`src/rtl/mem_arbiter.sv`:
```
// mem_arbiter: shares one synchronous memory between fetch and load/store, one transaction
// outstanding, fixed-latency responses, flush cancel of fetches and a fetch starvation guard.
module mem_arbiter #(
  parameter int XLEN = 32,
  parameter int MEM_LAT = 1,
  parameter int STARVE_MAX = 4
) (
  input  logic            clk,
  input  logic            reset,
  input  logic            ifReq,
  input  logic [31:0]     ifAddr,
  output logic            ifGnt,
  output logic            ifValid,
  output logic [XLEN-1:0] ifData,
  input  logic            flush,
  input  logic            lsReq,
  input  logic            lsWe,
  input  logic [31:0]     lsAddr,
  input  logic [XLEN-1:0] lsWdata,
  output logic            lsGnt,
  output logic            lsValid,
  output logic [XLEN-1:0] lsRdata,
  output logic            memEn,
  output logic            memWe,
  output logic [31:0]     memAddr,
  output logic [XLEN-1:0] memWdata,
  input  logic [XLEN-1:0] memRdata,
  output logic            busy
);
  typedef enum logic {IDLE, WAIT} state_t;
  state_t state, state_nx;
  logic [2:0] cnt, cnt_nx;
  logic [3:0] starve, starve_nx;
  logic owner_ls, owner_ls_nx, we_q, we_nx, cancel, cancel_nx;
  logic idle, if_elig, if_win, ls_win, resp;
  always_ff @(posedge clk or posedge reset)
    if (reset) begin
      state    <= IDLE;
      cnt      <= 3'd0;
      starve   <= 4'd0;
      owner_ls <= 1'b0;
      we_q     <= 1'b0;
      cancel   <= 1'b0;
    end else begin
      state    <= state_nx;
      cnt      <= cnt_nx;
      starve   <= starve_nx;
      owner_ls <= owner_ls_nx;
      we_q     <= we_nx;
      cancel   <= cancel_nx;
    end
  // Outputs are gated by reset so they drop the moment reset rises, not at the next edge.
  always_comb begin
    idle        = !reset && state == IDLE;
    if_elig     = ifReq && !flush;
    if_win      = idle && if_elig && (!lsReq || starve == 4'(STARVE_MAX));
    ls_win      = idle && lsReq && !if_win;
    resp        = !reset && state == WAIT && cnt == 3'd1;
    ifGnt       = if_win;
    lsGnt       = ls_win;
    memEn       = if_win || ls_win;
    memWe       = ls_win && lsWe;
    memAddr     = ls_win ? lsAddr : if_win ? ifAddr : 32'd0;
    memWdata    = memWe ? lsWdata : '0;
    busy        = !reset && state == WAIT;
    ifValid     = resp && !owner_ls && !cancel && !flush;
    lsValid     = resp && owner_ls;
    ifData      = ifValid ? memRdata : '0;
    lsRdata     = (lsValid && !we_q) ? memRdata : '0;
    state_nx    = state;
    cnt_nx      = cnt;
    owner_ls_nx = owner_ls;
    we_nx       = we_q;
    cancel_nx   = cancel;
    if (memEn) begin
      state_nx    = WAIT;
      cnt_nx      = 3'(MEM_LAT);
      owner_ls_nx = ls_win;
      we_nx       = memWe;
      cancel_nx   = 1'b0;
    end else if (state == WAIT) begin
      state_nx  = resp ? IDLE : WAIT;
      cnt_nx    = resp ? 3'd0 : cnt - 3'd1;
      cancel_nx = resp ? 1'b0 : (cancel || (flush && !owner_ls));
    end
    starve_nx = if_win ? 4'd0 :
                (ls_win && if_elig && starve != 4'(STARVE_MAX)) ? starve + 4'd1 : starve;
  end
endmodule
```
`config.mk`:
```
export PLATFORM = sky130hd
export DESIGN_NAME = mem_arbiter
export DESIGN_NICKNAME = d
export VERILOG_FILES = /design/src/rtl/mem_arbiter.sv
export SDC_FILE = /design/constraint.sdc
export NUM_CORES = 1
export LEC_CHECK = 0
export BUFFER_PORTS_ARGS = -buffer_cell sky130_fd_sc_hd__buf_4
export CAP_MARGIN = 20
export CORE_AREA = 2 2 105 107
export CTS_CLUSTER_DIAMETER = 200
export CTS_CLUSTER_SIZE = 20
export DETAILED_ROUTE_END_ITERATION = 7
export DIE_AREA = 0 0 107 109
export SLEW_MARGIN = 0
export SYNTH_ARGS = -nofsm -noshare
export SYNTH_HDL_FRONTEND = slang
export SYNTH_SLANG_ARGS = --single-unit
```
`constraint.sdc`:
```
create_clock -name clk -period 2.5 [get_ports clk]
set_input_delay 0.375 -clock clk [delete_from_list [all_inputs] [get_ports clk]]
set_output_delay 0.375 -clock clk [all_outputs]
set_load 0.01 [all_outputs]
```
# Word-level counts from Yosys, hierarchy flattened
# Index checks and enable logic that the tools add are counted.
dict set report totals {
  out_inout_bits 135
  in_bits 134
  reg_bits 11
  word_cells 57
}
dict set report classes {
  eq_ne 3
  n_mux 16
  addsub 2
  bitwise_logic 1
  n_reduce_logical 29
}
# operator n
set op_table {}
lappend op_table {{two-way mux 32 bit} 5}
lappend op_table {{logical AND 1 bit} 17}
lappend op_table {{two-way mux 3 bit} 3}
lappend op_table {{two-way mux 4 bit} 2}
lappend op_table {{logical NOT 1 bit} 7}
lappend op_table {{two-way mux 1 bit} 6}
lappend op_table {{adder 4 x 1 -> 4 bit (second input constant)} 1}
lappend op_table {{== test 4 x 3 -> 1 bit (second input constant)} 1}
lappend op_table {{!= test 4 x 3 -> 1 bit (second input constant)} 1}
lappend op_table {{nonzero test 2 bit} 2}
lappend op_table {{== test 3 x 1 -> 1 bit (second input constant)} 1}
lappend op_table {{logical OR 1 bit} 3}
lappend op_table {{subtractor 3 x 1 -> 3 bit (second input constant)} 1}
lappend op_table {{inverter 1 bit} 1}

# Depth between registers and ports, before layout
dict set report logic_depth {
  depth_word 10
  mapped_depth 7
  mapped_depth_nobuf 5
}

# Worst setup path before layout
# OpenSTA, ideal clock, no wires.
dict set report synth_timing {
  path_type {register to output}
  startpoint {register state}
  endpoint {output port memAddr[16]}
  path_buffers 2
  slack_ns 0.413
  required_ns 2.125
  arrival_ns 1.712
  path_stages_with_launch 6
  path_cell_list {dfrtp_1 > or4b_4 > o21a_1 > buf_6 > buf_2 > a22o_1}
}
dict set report synth_between {
  elab_chain_len 7
  word_cells_on_any_way 9
  cone_classes {2 x mux; 1 x bitwise; 6 x reduce/logical}
}
# item line
set synth_lines {}
lappend synth_lines {{from (decl)} 31} ;# state_t state, state_nx;
lappend synth_lines {{from (signal assigned)} 45} ;# state <= state_nx;
lappend synth_lines {{inverter 1 bit (*)} 54} ;# idle = !reset && state == IDLE;
lappend synth_lines {{logical AND 1 bit (*)} 54}
lappend synth_lines {{logical AND 1 bit (2 in a row)} 56} ;# if_win = idle && if_elig && (!lsReq || starve == 4'(STARVE_MAX));
lappend synth_lines {{logical NOT 1 bit} 57} ;# ls_win = idle && lsReq && !if_win;
lappend synth_lines {{logical AND 1 bit} 57}
lappend synth_lines {{two-way mux 32 bit (*)} 63} ;# memAddr = ls_win ? lsAddr : if_win ? ifAddr : 32'd0;
lappend synth_lines {{to (decl)} 25} ;# output logic [31:0] memAddr,
# Every way passes the cells marked *; elsewhere a longest branch is shown, timed or not.

# Worst setup path after layout
dict set report layout_timing {
  startpoint {register state}
  endpoint {output port memAddr[27]}
}
# Same word-level chain as after synthesis.

==> impl_results.md <==
- Largest net degree at the start of global routing: 68
- Final setup fails: 0
- Worst EP arrival: a little over 2 ns
- Avg Cell Area, Syn: ~7.5 sq um
- Leak pwr: 2.23 nW
- Hold Fails Final Rpt: 0
- WL met3: between 800 and 900 um
- Die height: ~110 um
- Net switching power figure: approximately 0.55 mW
- Mapped Cells: 216
- Wire length on met2: 5.16 mm
- PortBufs: roughly 270
- Reg area: about 280 sq um
- Maxcap violations: 0
- First-pass GRT wire length: roughly 13 mm
- Peak supply drop: 0.000148 V
- Die area: between 10000 and 15000 sq um
- Wl on met1: around 3.4 mm
- Synth-to-layout area growth: 139%
- Drt wl/cell: 15.4 um
- Post-synth EDFFs: 0
- Sequential fraction of the synthesis area: 17.1%
- Post-DP HPWL: roughly 8.1 mm
- Post-Layout Cell Count: 615
- Die Width: approximately 110 um
- CP Capture Type: primary output
- Post-synthesis net count: between 300 and 400
- GR Util All Layers: about 14%
- Initial DRT Pass Iterations: 4
- Number of inserted diodes: 0
- Fmax: between 400 and 500 MHz
- Root buffer cell: clkbuf_8
- Antenna Nets Post-Route: 0
- Main synth FF type: dfrtp_1
- Area occupied by multi-input gates: approximately 1200 sq um
- Period Utilization, post-route: between 90 and 100%
- #FFs+latches synth: 11
- Register clock-pin slew on the reported worst setup and hold paths: roughly 0.05 ns
- Global placement routability congestion: approximately 0.87
- Crit Path Category: reg -> out
- Initial DRC Count: approximately 110
- Core Region: roughly 11000 sq um
- Outcome: complete, no violations
- Sequential share of power: a little over a fifth
- CTS tree: built
- Crit path required time: about 2.1 ns
- Sink Count: 11
- Fill cell count: 1121
- Proportion of layout cells with a drive suffix above 1: between 60% and 70%
- Setup tns final: 0 ns
- Least-Margin Pin Slew: 0.448 ns
- DRT Wirelength: approximately 9.5 mm
- Ports: roughly 270
- Synth Cell Area: about 1600 sq um
- Layout Nets: a little over 600
- Synthesis Warnings: 0
- Clk Latency, worst-skew pair: ~0.24 ns
- RSZ-0062 raised after global routing: false
- Min Tclk post-route: ~2.4 ns
- Crit start category: flop
- Placed Instances: 609
- GRT overflow: 0
- Clock share of power: 12.6%
- Tot Pwr: between 1 and 1.5 mW
- Bufs on Longest Clock Path: 2
- Clk_skew: ~0.0015 ns
- Final Max Tran Viols: 0
- Relative slew slack: roughly 70%
- Power Density: ~370 nW/um^2
- Vias in the first global route: roughly 2400
- Row count: 38
- Sw frac: 39.0%
- Initial antenna violation count: 0
- Initial Util: between 10% and 20%
- Routed vias: 2641
- Via density: 4.29
- Worst hold path type: in -> async
- Unique masters post-synth: 33
- Logic pwr share: around two thirds
- CTS buffer count: 3
- H-tree levels: 1
- Critical path fanouts, max: 67
- Max layer used: met4
- Async set-reset flop share out of synthesis: 100%
- Int Pwr: 0.868 mW
- Remaining DRCs: 0
-- synthesized netlist by cell type, types with 2 or more instances --
master	n	area (sq um)
nor2b_1	2	12.5
clkbuf_1	14	52.6
nand4_1	2	12.5
nand4b_1	3	26.3
nand2_1	5	18.8
dfrtp_1	11	275
nand3_1	4	20.0
a22o_1	32	280
inv_1	7	26.3
ha_1	4	50.1
and2_1	65	407
and3_1	32	200
buf_2	6	30.0
nor3_1	2	10.0
o21ai_0	2	10.0
o21a_1	2	15.0
nor2_1	7	26.3
-- worst max-delay path, stage by stage, from the launching register on --
cell and delay, ns:
dfrtp_1 0.37, or4b_4 0.55, o21a_2 0.23, buf_12 0.19, a22o_4 0.30, buf_4 0.15
-- cell type report --
| class | instances | share of cell area (%) |
|---|---|---|
| Timing Repair Buffer | 276 | 54.4 |
| Multi-Input combinational cell | 177 | 32.1 |
| Clock buffer | 4 | 1.17 |
| Tap cell | 140 | 4.54 |
| Sequential cell | 11 | 7.14 |
| Inverter | 7 | 0.682 |
-- cell usage in the layout (no fill, tap or decap), types with 2 or more instances in the layout --
cell type	synthesis	final
clkbuf_8	0	3
and3_1	32	32
and2_1	65	65
nand3_1	4	4
nor2_1	7	7
o21ai_0	2	2
nand4b_1	3	3
buf_4	0	274
dfrtp_1	11	11
nor2b_1	2	2
ha_1	4	4
nand2_1	5	5
nand4_1	2	2
buf_12	0	2
a22o_1	32	31
inv_1	7	7
-- per-layer routing --
metal | up-vias | global-route usage (%)
met4 | 0 | 1.95
met1 | 1189 | 15.2
li1 | 1291 | -
met2 | 156 | 27.8
met3 | 5 | 3.53
met5 | - | 0
-- sequential cells by signal (all words and copies together) (netlist names) --
name	count
cancel	1
starve	4
owner_ls	1
we_q	1
state	1
cnt	3
-- path summary, 6_finish.rpt --
check | cells past startpoint | to | slack (ns) | startpoint
setup / recovery | 5 | memAddr[27] | 0.07 | state$_DFF_PP0_
hold / removal | 2 | cancel$_DFFE_PP0P_ | 0.19 | reset
setup reg to reg | 4 | we_q$_DFFE_PP0P_ | 0.89 | state$_DFF_PP0_
hold reg to reg | 1 | cnt[2]$_DFFE_PP0P_ | 0.52 | cnt[2]$_DFFE_PP0P_
max in group asynchronous | 2 | state$_DFF_PP0_ | 2.00 | reset
min in group clk | 3 | starve[0]$_DFFE_PP0P_ | 0.49 | lsReq
-- repair_timing --
action                                  in CTS  in global routing
buffers inserted                             0                  2
hold buffers                                 0                  0
endpoints found under the setup margin       0                  3
gates resized for setup                      0                  1
-- stage by stage --
| stage | hold WS, ns | area [sq um] | utilization, % | worst slack, ns |
|---|---|---|---|---|
| after detailed placement | 0.456 | 3790 | 35.7 | 0.138 |
| after global placement | 0.451 | 3790 | 35.7 | 0.155 |
| after floorplan | 0.227 | 1610 | - | 0.413 |
| after global routing | 0.251 | 3850 | 36.4 | 0.00891 |
| final | 0.194 | 3850 | 36.4 | 0.0717 |
| after CTS | 0.203 | 3830 | 36.1 | 0.0463 |
-- cells by family after synthesis --
kind of cell    count (synthesis)  synth area share (%)
simple gates                  129                  49.6
compound gates                 44                  22.8
buf+inv                        28                  7.46
flops                          11                  17.1
fa+ha+maj                       4                  3.11
-- power by group through the flow --
stage	sequential [mW]	combinational [mW]	clock, mW
6_report	0.311	0.933	0.179
5_1_grt	0.321	1.03	0.193
4_1_cts	0.310	0.938	0.185
3_5_place_dp	0.312	0.936	0
3_3_place_gp	0.311	0.921	0
2_1_floorplan	0.301	0.453	0
Note: power is estimated with default switching activity, not from simulation.
